File: src/rtl/pipeline_controller.sv
// Pipeline hazard / stall controller.
// Detects RAW hazards against the EXE and MEM stage destinations (with or
// without forwarding), sequences fixed-length data-memory stalls, arbitrates
// branch flush against freeze, and keeps a saturating stall-cycle counter.
module pipeline_controller #(
    parameter int unsigned SRAM_WAIT = 5
) (
    input  logic        clk,
    input  logic        rst,
    input  logic        with_src1,
    input  logic        with_src2,
    input  logic [3:0]  Reg_src1,
    input  logic [3:0]  Reg_src2,
    input  logic        EXE_WB_EN,
    input  logic        EXE_MEM_R_EN,
    input  logic [3:0]  EXE_Dest,
    input  logic        MEM_WB_EN,
    input  logic [3:0]  MEM_Dest,
    input  logic        forward_en,
    input  logic        B_taken,
    input  logic        mem_req,
    output logic        Freeze,
    output logic        Flush,
    output logic        Pipe_Stall,
    output logic [1:0]  state,
    output logic [15:0] stall_count
);

    typedef enum logic [1:0] {
        RUN      = 2'b00,
        MEM_WAIT = 2'b01,
        MEM_DONE = 2'b10,
        ILLEGAL  = 2'b11
    } state_e;

    // The launching RUN cycle is the first stall cycle, so MEM_WAIT covers the rest.
    localparam logic [3:0] WAIT_LOAD = 4'(SRAM_WAIT - 1);

    state_e      state_q, state_d;
    logic [3:0]  cnt_q, cnt_d;
    logic [15:0] stall_count_q, stall_count_d;
    logic        raw_exe, raw_mem, hazard;
    logic        stall_raw, legal;

    // Operand match against EXE/MEM destinations; forwarding leaves only load-use
    always_comb begin
        raw_exe = (with_src1 && (Reg_src1 == EXE_Dest)) ||
                  (with_src2 && (Reg_src2 == EXE_Dest));
        raw_mem = (with_src1 && (Reg_src1 == MEM_Dest)) ||
                  (with_src2 && (Reg_src2 == MEM_Dest));
        if (forward_en) begin
            hazard = EXE_MEM_R_EN && raw_exe;
        end else begin
            hazard = (EXE_WB_EN && raw_exe) || (MEM_WB_EN && raw_mem);
        end
    end

    // Memory-stall sequencing: RUN launches, MEM_WAIT counts down, MEM_DONE releases one cycle
    always_comb begin
        state_d   = state_q;
        cnt_d     = cnt_q;
        stall_raw = 1'b0;
        legal     = 1'b1;
        case (state_q)
            RUN: begin
                if (mem_req) begin
                    stall_raw = 1'b1;
                    cnt_d     = WAIT_LOAD;
                    state_d   = (SRAM_WAIT > 1) ? MEM_WAIT : MEM_DONE;
                end
            end
            MEM_WAIT: begin
                stall_raw = 1'b1;
                if (cnt_q != 4'd0) begin
                    cnt_d = cnt_q - 4'd1;
                end
                if (cnt_q <= 4'd1) begin
                    state_d = MEM_DONE;
                end
            end
            MEM_DONE: begin
                state_d = RUN;
            end
            default: begin
                legal   = 1'b0;
                state_d = RUN;
                cnt_d   = '0;
            end
        endcase
    end

    // Output arbitration: stall masks branch and freeze, branch flush wins over freeze
    always_comb begin
        Pipe_Stall    = rst && stall_raw;
        Flush         = rst && legal && B_taken && !stall_raw;
        Freeze        = rst && legal && hazard && !B_taken && !stall_raw;
        stall_count_d = ((Freeze || Pipe_Stall) && (stall_count_q != '1))
                        ? stall_count_q + 16'd1 : stall_count_q;
        state         = state_q;
        stall_count   = stall_count_q;
    end

    // State, wait counter and stall statistics registers
    always_ff @(posedge clk or negedge rst) begin
        if (!rst) begin
            state_q       <= RUN;
            cnt_q         <= '0;
            stall_count_q <= '0;
        end else begin
            state_q       <= state_d;
            cnt_q         <= cnt_d;
            stall_count_q <= stall_count_d;
        end
    end

endmodule

File: config.mk
export PLATFORM = sky130hd
export DESIGN_NAME = pipeline_controller
export DESIGN_NICKNAME = d
export VERILOG_FILES = /design/src/rtl/pipeline_controller.sv
export SDC_FILE = /design/constraint.sdc
export NUM_CORES = 1
export LEC_CHECK = 0
export BUFFER_PORTS_ARGS = -buffer_cell sky130_fd_sc_hd__buf_4
export CAP_MARGIN = 25
export CELL_PAD_IN_SITES_DETAIL_PLACEMENT = 0
export CELL_PAD_IN_SITES_GLOBAL_PLACEMENT = 1
export CORE_MARGIN = 2
export CORE_UTILIZATION = 37
export CTS_CLUSTER_DIAMETER = 150
export DETAILED_ROUTE_END_ITERATION = 7
export PLACE_DENSITY = 0.77
export REMOVE_ABC_BUFFERS = 1
export SYNTH_ARGS = -nofsm -noshare
export SYNTH_HDL_FRONTEND = slang
export SYNTH_SLANG_ARGS = --single-unit
File: constraint.sdc
create_clock -name clk -period 4.9 [get_ports clk]
set_input_delay 0.98 -clock clk [delete_from_list [all_inputs] [get_ports clk]]
set_output_delay 0.98 -clock clk [all_outputs]
set_load 0.01 [all_outputs]
# After elaboration in Yosys (flattened, before gate mapping)
# Index checks and enable logic that the tools add are counted.
[classes]
addsub = 2
n_mul = 0
div_mod_pow = 0
magnitude_cmp = 1
n_eq_ne = 10
shift = 0
muxes = 10
bitwise_logic = 1
n_reduce_logical = 26
[op_table]
columns = ["cell", "n"]
rows = [
  ["$add A16 B1 Y16 const B", 1],
  ["$eq A4 B4 Y1", 4],
  ["$ne A16 B16 Y1 const B", 1],
  ["$logic_and A1 B1 Y1", 15],
  ["$pmux W4 S3", 1],
  ["$mux W4", 2],
  ["$ne A2 B2 Y1 const B", 3],
  ["$le A4 B1 Y1 const B", 1],
  ["$logic_or A1 B1 Y1", 4],
  ["$mux W2", 2],
  ["$pmux W2 S2", 1],
  ["$reduce_bool A4 Y1", 1],
  ["$sub A4 B1 Y4 const B", 1],
  ["$mux W1", 3],
  ["$reduce_and A3 Y1", 1],
  ["$reduce_or A3 Y1", 1],
  ["$eq A2 B1 Y1 const B", 1],
  ["$eq A2 B2 Y1 const B", 1],
  ["$logic_not A1 Y1", 2],
  ["$logic_not A2 Y1", 1],
  ["$pmux W1 S2", 1],
  ["$reduce_and A2 Y1", 1],
  ["$not A1 Y1", 1],
]
[totals]
reg_bits = 22
latch_bits = 0
mem_bits_rw = 0
romBits = 0
input_bits = 26
memories = 0

# Logic depth before layout (Yosys ltp)
# Gate-level depths: netlist of run 1.
[depth]
depth_word = 11
mapped_depth = 9
mapped_depth_nobuf = 8

# Worst setup path after synthesis of run 1
# No wires, ideal clock.
[synth_timing]
kind = "input-to-output"
startpoint = "in forward_en"
endpoint = "out Freeze"
t_arrival_ns = 1.851
path_slack_ns = 2.069
stages = 5
path_buffers = 0
cell_sequence = "mux2i_1 nor4_1 and3_1 nor4_2 nor3_2"
[synth_via]
elab_chain_cells = 4
[synth_rtl]
columns = ["item", "line_no", "rtl"]
rows = [
  ["start: declaration", "19", "input logic forward_en,"],
  ["$mux W1", "51", "if (forward_en) begin"],
  ["$logic_and A1 B1 Y1 (3 in a row)", "96", "Freeze = rst && legal && hazard && !B_taken && !stall_raw;"],
  ["end: declaration", "22", "output logic Freeze,"],
]
# Every way passes these cells.

# Worst setup path in the final report of run 1
# Ends and elaborated chain as after synthesis.

==> out/metrics.cfg, run 1 <==
[outcome]
outcome = completed

[drt]
routed_wl_mm = 2.87
drt_iter0_drc = 17
vias = 1139
routedWlPerCell_um = 12.6
drt_drc_violations_left = 0
via_per_inst = 5.02
ant_nets = 0
first_pass_iters = 4

[place]
hpwlAfterDp_mm = 2.31
portBuffers = 46
gp_congestion = 0.817
dp.cells = 223

[yosys]
yosys.area_share.simple_pct = 21.5
yosysWarnings = 0
ys_ff_latch = 22
synth_compound_area_share_pct = 7.83
yosys.area_share.xor_xnor_pct = 19.8
netlist_area_um2 = 1330
yosysUniqueCellTypes = 33
synth.area.mux_share_pct = 3.30
synth_cells = 132
syn_avg_cell_area_um2 = 10.0
synthAdderAreaFrac_pct = 3.77
synth_top_family_by_area = simple AND/OR/NAND/NOR gates
synth-seq-area-share_pct = 41.5

[floorplan]
initial_core_util_pct = 39.1
rows = 21
die_y_um = 63.9
core_um2 = 3390
die_area_um2 = 4080
die_w_um = 63.9
ios = 47

[power]
p_leak_nw = 0.828
p_clk_share_pct = 14.4
p_seq_share_pct = 42.0
ir_drop_v = 0.000340
combPwrFrac_pct = 43.6
power_density_nw_per_um2 = 386
switching_share_pct = 38.5
switchingPower_uw = 261
p_int_uw = 417

[global_routing]
grt-ovfl-total = 0
grt_max_degree = 27
antenna_found_initial = 0
grt_usage_pct = 15.3
grt_pass1_vias = 1188
grt_pass1_wl_mm = 5.04

[worst_setup_path]
start_kind = input pin
worstSetupEndpointType = primary output
crit_start = forward_en
arrival_ps = 2160
worstReg2RegStart = stall_count[6]
worstPathMaxFanout = 3
critical_path_class = input pin to primary output
required_ps = 3920

[clock_tree]
tritoncts = done
cts_root_buf = clkbuf_4
cts_sinks = 22
cts_resized = 0
clk_pin_slew_worst_paths_ps = 120
hold_buffers = 0
cts_max_level = 1
cts_setup_buffers = 0
clk_path_buf_depth = 2
clkLatencyLatePin_ps = 300
cts_inserted_buffers = 3

[timing]
slew_headroom_pct = 70.0
maxSlewViolCount = 0
min_period_ps = 3140
tightest_slew_ps = 446
skew_ps = 5.07
fin_crit_sh_pct = 64.0
finalSetupTns_ps = 0
finalSetupViolations = 0
rsz0062_at_grt = false
fmax_mhz = 319
hold_viol_final = 0

[finish]
fillers = 327
fin_cells = 227
final_nets = 212
insertedDiodeCount = 0
syn_to_final_growth_pct = 32.3
final_util_pct = 51.8
drive_above_1_share_pct = 30.4

[hold_path]
min-delay-start = stall_count[11]
hold_path_class = flop to flop

[run]
drv_cap = 0

-- layer usage --
metal | vias to the layer above | global-route usage (%) | routed length [um]
met2 | 37 | 28.1 | 1420
li1 | 560 | - | -
met1 | 538 | 18.0 | 1220
met4 | 0 | 5.71 | 31
met5 | - | 0 | 0
met3 | 4 | 2.11 | 197
-- kinds of logic (layout without fill, tap and decap cells) --
logic type | Yosys count | after routing
AO/OA/AOI/OAI | 14 | 14
XOR/XNOR | 30 | 30
adder cells (fa/ha/maj) | 4 | 4
buffers and inverters | 6 | 55
flip-flops | 22 | 22
multiplexers | 4 | 4
AND/OR/NAND/NOR | 52 | 52
-- cells in the final DEF (no fill, tap or decap), types with 4 or more instances in the layout --
cell / count
buf_4: 46
dfrtp_1: 22
xnor2_1: 19
nand2_1: 12
xor2_1: 11
nor2_1: 7
nand4_1: 7
and3_1: 6
nand3_1: 6
inv_1: 5
a21oi_1: 4
ha_1: 4
-- area by class of cell --
class | count | area (um^2) | area share (%)
Sequential cell | 22 | 551 | 31.4
Clock buffer | 4 | 36.3 | 2.07
Timing Repair Buffer | 46 | 345 | 19.7
Inverter | 5 | 18.8 | 1.07
Tap cell | 46 | 57.6 | 3.28
Multi-Input combinational cell | 104 | 746 | 42.5
-- final timing paths --
check                                       end  slack, ps  depth (start not counted)
worst max-delay path                     Freeze       1760                          7
worst min-delay path            stall_count[11]        500                          1
worst max register to register   stall_count[1]       2880                          6
worst min register to register  stall_count[11]        500                          1
max in group asynchronous        stall_count[3]       4110                          1
min in group asynchronous        stall_count[8]        550                          1
-- sequential cells by signal, summed over array words and instances (netlist names) --
signal,flops
stall_count,16
cnt_q,4
state,2
-- synthesized netlist by cell type --
library cell	n	area, um^2
nor3_2	1	10.0
mux2_1	2	22.5
and4_1	1	8.76
nor2b_1	2	12.5
nor3_1	3	15.0
nand3_1	6	30.0
mux2_2	1	11.3
a41o_1	1	10.0
o31ai_1	1	7.51
and3_1	6	37.5
inv_1	5	18.8
xor2_1	11	96.3
buf_6	1	11.3
ha_1	4	50.1
o2111ai_1	1	8.76
nand2b_1	1	6.26
a21oi_1	4	20.0
a21oi_4	1	16.3
o221ai_1	1	8.76
or3_1	1	6.26
a21boi_0	1	7.51
a211oi_1	1	7.51
mux2i_1	1	10.0
a21o_1	1	7.51
dfrtp_1	22	551
xnor2_1	19	166
nor4_1	3	18.8
nor4_2	2	25.0
o21ai_1	1	5.00
nand2_1	12	45.0
nor2_1	7	26.3
nand4_1	7	43.8
o21ai_0	1	5.00
-- per-stage QoR --
stage	power, mW	instance area [um^2]	hold slack, ps	setup WS [ps]
6_report	0.677	1750	502	1760
3_5_place_dp	0.586	1720	485	1730
5_1_grt	0.738	1750	534	1630
3_3_place_gp	0.576	1720	481	1760
2_1_floorplan	0.464	1320	462	2070
4_1_cts	0.689	1750	507	1730
-- worst max-delay path, stage by stage --
cell and delay, ps:
buf_4 90, mux2i_1 220, nor4_1 80, and3_1 190
nor4_2 330, nor3_2 100, buf_4 160
-- power by group through the flow --
stage / registers, mW / clock network (mW) / logic [mW]
after floorplan: 0.291 / 0 / 0.173
after global placement: 0.285 / 0 / 0.291
after detailed placement: 0.288 / 0 / 0.299
after CTS: 0.284 / 0.104 / 0.301
after global routing: 0.295 / 0.111 / 0.331
final: 0.284 / 0.0978 / 0.295
Power figures use the tool's default switching activity.
==> run 2, diff against run 1 <==
--- a/config.mk
+++ b/config.mk
@@ -10,10 +10,10 @@
 export CELL_PAD_IN_SITES_DETAIL_PLACEMENT = 0
 export CELL_PAD_IN_SITES_GLOBAL_PLACEMENT = 1
 export CORE_MARGIN = 2
-export CORE_UTILIZATION = 37
+export CORE_UTILIZATION = 36
 export CTS_CLUSTER_DIAMETER = 150
 export DETAILED_ROUTE_END_ITERATION = 7
-export PLACE_DENSITY = 0.77
+export PLACE_DENSITY = 0.76
 export REMOVE_ABC_BUFFERS = 1
 export SYNTH_ARGS = -nofsm -noshare
 export SYNTH_HDL_FRONTEND = slang
==> constraint.sdc (replaced) <==
create_clock -name clk -period 2.95 [get_ports clk]
set_input_delay 0.59 -clock clk [delete_from_list [all_inputs] [get_ports clk]]
set_output_delay 0.59 -clock clk [all_outputs]
set_load 0.01 [all_outputs]
==> run 2 against run 1 <==
Sequential power grew 67%. Power grew 68%. Via count grew 0.18%. Combinational power grew 65%. Hold slack lost 280 ps. Clock skew shrank 3.4 ps. Critical path depth is the same. Die area grew 2.6%. Sequential cell count is the same. Global-route usage grew 0.11 points. Critical endpoint unchanged. Largest cell class unchanged. Highest routed layer unchanged.
==> out/metrics.cfg, run 2 (synthesized netlist as in run 1, its figures left out) <==
[clock_tree]
clk_pin_slew_worst_paths_ps = 70  ; was 120 ps
clkLatencyLatePin_ps = 250  ; was 300 ps
cts_setup_buffers = 0  ; unchanged
cts_root_buf = clkbuf_8  ; was clkbuf_4
cts_inserted_buffers = 3  ; unchanged
cts_max_level = 1  ; unchanged
hold_buffers = 0  ; unchanged
cts_resized = 0  ; unchanged
tritoncts = done  ; unchanged
clk_path_buf_depth = 2  ; unchanged
cts_sinks = 22  ; unchanged

[finish]
final_cell_mix = 46 x buf_4, 22 x dfrtp_1, 19 x xnor2_1  ; unchanged
final_nets = 212  ; unchanged
largest_register_ffs = 16  ; unchanged
multi_input_area_um2 = 746  ; unchanged
regArea_um2 = 551  ; unchanged
drive_above_1_share_pct = 30.0  ; was 30.4%
final_common_cell = buf_4  ; unchanged
insertedDiodeCount = 0  ; unchanged
syn_to_final_growth_pct = 32.8  ; was 32.3%
fillers = 349  ; was 327

[drt]
via_per_inst = 5.00  ; was 5.02
vias = 1141  ; was 1139
routedWlPerCell_um = 13.2  ; was 12.6 um
drt_drc_violations_left = 0  ; unchanged
first_pass_iters = 4  ; unchanged
drt_iter0_drc = 23  ; was 17
ant_nets = 0  ; unchanged
routed_wl_mm = 3.01  ; was 2.87 mm

[floorplan]
rows = 22  ; was 21
ios = 47  ; unchanged
die_y_um = 64.7  ; was 63.9 um
die_area_um2 = 4190  ; was 4080 um^2
initial_core_util_pct = 36.8  ; was 39.1%
core_um2 = 3610  ; was 3390 um^2
die_w_um = 64.7  ; was 63.9 um

[worst_setup_path]
start_kind = input pin  ; unchanged
worstReg2RegStart = stall_count[6]  ; unchanged
critical_path_class = input pin to primary output  ; unchanged
required_ps = 2360  ; was 3920 ps
reg2reg_slack_ps = 910  ; was 2880 ps
crit_start = forward_en  ; unchanged
worstSetupEndpointType = primary output  ; unchanged
arrival_ps = 1780  ; was 2160 ps
worstPathMaxFanout = 3  ; unchanged
worstSetupEndpoint = Freeze  ; unchanged
ff2ff_path_depth = 6  ; unchanged
rr_endpoint = stall_count[1]  ; unchanged

[timing]
finalSetupTns_ps = 0  ; unchanged
min_period_ps = 2370
slew_headroom_pct = 68.8  ; was 70.0%
rsz0062_at_grt = false  ; unchanged
tightest_slew_ps = 465  ; was 446 ps
finalSetupViolations = 0  ; unchanged
hold_viol_final = 0  ; unchanged
maxSlewViolCount = 0  ; unchanged
fin_crit_sh_pct = 80.4
fmax_mhz = 421
skew_ps = 1.65  ; was 5.07 ps

[place]
hpwlAfterDp_mm = 2.40  ; was 2.31 mm
gp_congestion = 0.705  ; was 0.817
portBuffers = 46  ; unchanged

[power]
power_density_nw_per_um2 = 648  ; was 386 nW/um^2
total_power_mw = 1.14  ; was 677 uW
p_leak_nw = 0.829  ; was 0.828 nW
ir_drop_v = 0.000363  ; was 0.000340 V

[run]
drv_cap = 0  ; unchanged

[hold_path]
hold_path_class = input pin to async pin  ; was flop to flop

[global_routing]
grt_pass1_wl_mm = 5.04  ; unchanged
grt_pass1_vias = 1128  ; was 1188
antenna_found_initial = 0  ; unchanged
grt_usage_pct = 15.5  ; was 15.3%
grt_max_degree = 27  ; unchanged
grt-ovfl-total = 0  ; unchanged

[outcome]
outcome = completed  ; unchanged

## run 2: changes by cell type in the layout (fill, tap and decap cells not counted), sizes merged
cell,delta
clkbuf,-1
## run 2: worst min path at each step
| stage | from | end | cells past startpoint |
|---|---|---|---|
| CTS | rst | cnt_q[1] | 1 |
| finish | rst | stall_count[7] | 1 |
| global route | rst | stall_count[7] | 1 |
| global placement | stall_count[11] | stall_count[11] | 1 |
| detailed placement | stall_count[11] | stall_count[11] | 1 |
| floorplan | rst | cnt_q[0] | 0 |
## run 2: layout make-up
class,instances,share of cell area (%)
inverters,5,1.07
flip-flops and latches,22,31.2
repair buffers,46,19.6
well taps,48,3.41
clock buffers,3,2.34
multi-input cells,104,42.3
## run 2: metrics by stage
stage | utilization, % | hold slack, ps | worst slack, ps | instance area, um^2 | cells
after floorplan | - | 294 | 829 | 1320 | 131
after global placement | 47.7 | 483 | 613 | 1720 | 225
after detailed placement | 47.7 | 485 | 565 | 1720 | 225
after CTS | 48.9 | 231 | 561 | 1760 | 228
after global routing | 48.9 | 231 | 483 | 1760 | 228
final | 48.9 | 223 | 577 | 1760 | 228
## run 2: metal layers
layer,routed length (um),up-vias,track usage [%]
met5,0,-,0
met4,8,0,3.99
met3,203,2,2.95
met2,1550,41,28.8
met1,1240,536,18.1
li1,-,562,-
## run 2: worst max-delay path: stages
cell,delay [ps]
buf_4,90
mux2i_1,210
nor4_1,80
and3_1,190
nor4_2,350
nor3_2,110
buf_4,160
## run 2: where the power goes
part | switching, mW | internal [mW] | total (mW)
sequential | 0.0968 | 0.378 | 0.475
combinational | 0.249 | 0.238 | 0.487
clock | 0.0879 | 0.0908 | 0.179
==> run 3, diff against run 2 <==
--- a/config.mk
+++ b/config.mk
@@ -10,10 +10,10 @@
 export CELL_PAD_IN_SITES_DETAIL_PLACEMENT = 0
 export CELL_PAD_IN_SITES_GLOBAL_PLACEMENT = 1
 export CORE_MARGIN = 2
-export CORE_UTILIZATION = 36
+export CORE_UTILIZATION = 33
 export CTS_CLUSTER_DIAMETER = 150
 export DETAILED_ROUTE_END_ITERATION = 7
-export PLACE_DENSITY = 0.76
+export PLACE_DENSITY = 0.73
 export REMOVE_ABC_BUFFERS = 1
 export SYNTH_ARGS = -nofsm -noshare
 export SYNTH_HDL_FRONTEND = slang
==> constraint.sdc (replaced) <==
create_clock -name clk -period 2.07 [get_ports clk]
set_input_delay 0.414 -clock clk [delete_from_list [all_inputs] [get_ports clk]]
set_output_delay 0.414 -clock clk [all_outputs]
set_load 0.01 [all_outputs]
==> run 3 against run 2 <==
Utilization is 1.4 points lower. Sequential cell count is the same. Global-route usage barely moved. Critical path depth decreased by 1. Combinational power increased by 55%. Clock power up 66%. First-iteration DRC count down 35%. Worst setup slack lost 550 ps. Register-to-register slack got worse by 720 ps. Clock-buffer cell count rose by 1. Clock skew is 2.8 ps higher. Final cell count up 4.8%. Largest cell class unchanged.
==> out/metrics.cfg, run 3 (synthesized netlist as in run 1, its figures left out) <==
[floorplan]
core_um2 = 3940  ; was 3610 um^2
ios = 47  ; unchanged
rows = 23  ; was 22
initial_core_util_pct = 33.6  ; was 36.8%
die_y_um = 67.4  ; was 64.7 um
die_w_um = 67.4  ; was 64.7 um
die_area_um2 = 4540  ; was 4190 um^2

[run]
drv_cap = 0  ; unchanged

[worst_setup_path]
critical-path-max-stage-delay_ps = 480  ; was 350 ps
required_ps = 1660  ; was 2360 ps
arrival_ps = 1630  ; was 1780 ps
critical_path_class = input pin to primary output  ; unchanged
worstPathMaxFanout = 3  ; unchanged
crit_top_cell = buf_4  ; unchanged
worstSetupEndpointType = primary output  ; unchanged
cp_top_family = simple AND/OR/NAND/NOR gates  ; unchanged
crit_path_top_delay_cell = nor4_1  ; was nor4_2
crit_buf_inv = 2  ; unchanged
cp_cell_sequence = buf_4, xor2_1, nor4_1, nor4_4, nor3_4, buf_4  ; was buf_4, mux2i_1, nor4_1, and3_1, nor4_2, nor3_2, buf_4
start_kind = input pin  ; unchanged

[clock_tree]
cts_max_level = 1  ; unchanged
clk_path_buf_depth = 2  ; unchanged
cts_root_buf = clkbuf_8  ; unchanged
cts_sinks = 22  ; unchanged
cts_inserted_buffers = 3  ; unchanged
clk_pin_slew_worst_paths_ps = 80  ; was 70 ps
clkLatencyLatePin_ps = 260  ; was 250 ps
tritoncts = done  ; unchanged

[global_routing]
grt_pass1_vias = 1178  ; was 1128
grt_usage_pct = 15.4  ; was 15.5%
grt-ovfl-total = 0  ; unchanged
antenna_found_initial = 0  ; unchanged
grt_pass1_wl_mm = 5.31  ; was 5.04 mm
grt_max_degree = 17  ; was 27

[finish]
final_nets = 220  ; was 212
syn_to_final_growth_pct = 41.1  ; was 32.8%
final_cell_mix = 51 x buf_4, 22 x dfrtp_1, 19 x xnor2_1  ; was 46 x buf_4, 22 x dfrtp_1, 19 x xnor2_1
fin_cells = 239  ; was 228
final_util_pct = 47.5  ; was 48.9%
final_common_cell = buf_4  ; unchanged
insertedDiodeCount = 0  ; unchanged
drive_above_1_share_pct = 32.8  ; was 30.0%
largest_register_ffs = 16  ; unchanged

[timing]
setup_ws_ps = 24.9  ; was 577 ps
rsz0062_at_grt = true  ; was false
hold_viol_final = 0  ; unchanged
finalSetupViolations = 0  ; unchanged
slew_headroom_pct = 65.6  ; was 68.8%
min_period_ps = 2050
fin_crit_sh_pct = 98.8
fmax_mhz = 489
skew_ps = 4.49  ; was 1.65 ps
maxSlewViolCount = 0  ; unchanged
tightest_slew_ps = 511  ; was 465 ps

[drt]
met2_length_mm = 1.65  ; was 1.55 mm
vias = 1175  ; was 1141
wl_met3_um = 212  ; was 203 um
routed_wl_mm = 3.27  ; was 3.01 mm
top_layer = met4  ; unchanged
routedWlPerCell_um = 13.7  ; was 13.2 um
drt_iter0_drc = 15  ; was 23
drt_drc_violations_left = 0  ; unchanged
first_pass_iters = 4  ; unchanged
ant_nets = 0  ; unchanged
drt-met1-wl_mm = 1.39  ; was 1.24 mm
via_per_inst = 4.92  ; was 5.00

[power]
power_density_nw_per_um2 = 926  ; was 648 nW/um^2
p_leak_nw = 0.894  ; was 0.829 nW
ir_drop_v = 0.000477  ; was 0.000363 V
total_power_mw = 1.73  ; was 1.14 mW

[place]
portBuffers = 46  ; unchanged
pre_cts_ws_ps = -93.1  ; was 565 ps
dp.cells = 233  ; was 225
gp_congestion = 0.786  ; was 0.705
hpwlAfterDp_mm = 2.61  ; was 2.40 mm

[outcome]
outcome = completed  ; unchanged

[hold_path]
hold_path_class = input pin to async pin  ; unchanged

==> run 3: cell count changes in the layout (fill, tap and decap cells not counted) <==
cell,change
nor4_4,+1
buf_6,+1
nor3_4,+1
clkbuf_8,+1
dlygate4sd3_1,+1
nor4_2,-1
buf_12,+1
nor3_2,-1
buf_4,+5
==> run 3: final timing paths <==
| kind | cells after the start | slack [ps] | start | to |
|---|---|---|---|---|
| worst max-delay path | 6 | 20 | Reg_src2[0] | Freeze |
| worst min-delay path | 2 | 510 | rst | cnt_q[3] |
| min in group clk | 1 | 510 | stall_count[11] | stall_count[11] |
| worst min register to register | 1 | 510 | stall_count[11] | stall_count[11] |
| worst max register to register | 7 | 190 | stall_count[9] | stall_count[1] |
| max in group asynchronous | 3 | 1170 | rst | stall_count[15] |
==> run 3: where the power goes <==
part	leakage, nW	total [mW]	switching, mW	internal (mW)
sequential	0.291	0.681	0.142	0.539
clock	0.0288	0.298	0.129	0.169
combinational	0.574	0.755	0.376	0.379
total	0.894	1.73	0.647	1.09
==> run 3: per-stage QoR <==
step                      TNS (ps)  hold WS (ps)  cell area, um^2
after CTS                        0           509             1830
after floorplan                  0           118             1320
after global routing         -72.0           517             1870
after global placement           0           248             1770
after detailed placement      -187           249             1770
final                            0           509             1870
==> run 3: repair_timing <==
item / in CTS / in global routing
hold endpoints to repair: 6 / 0
setup buffers: 0 / 1
resized for setup: 0 / 3
endpoints found under the setup margin: 0 / 2
hold buffers: 1 / 0
==> run 3: cell type report <==
class,instances,area (um^2)
Timing Repair Buffer,54,424
Multi-Input combinational cell,104,761
Fill cell,388,2070
Inverter,5,18.8
Sequential cell,22,551
Tap cell,50,62.6
Clock buffer,4,55.1
==> run 3: layer usage <==
| metal | track usage (%) | vias to the layer above |
|---|---|---|
| met5 | 0 | - |
| met4 | 3.83 | 0 |
| met3 | 2.00 | 2 |
| met2 | 27.0 | 40 |
| met1 | 20.1 | 553 |
| li1 | - | 580 |
==> run 3: worst register-to-register path: cells and delay by family, from the launching register on <==
kind / cells / cell delay [ps]
simple gates: 3 / 550
flops: 1 / 420
compound gates: 2 / 330
mux: 1 / 330
buf+inv: 1 / 150
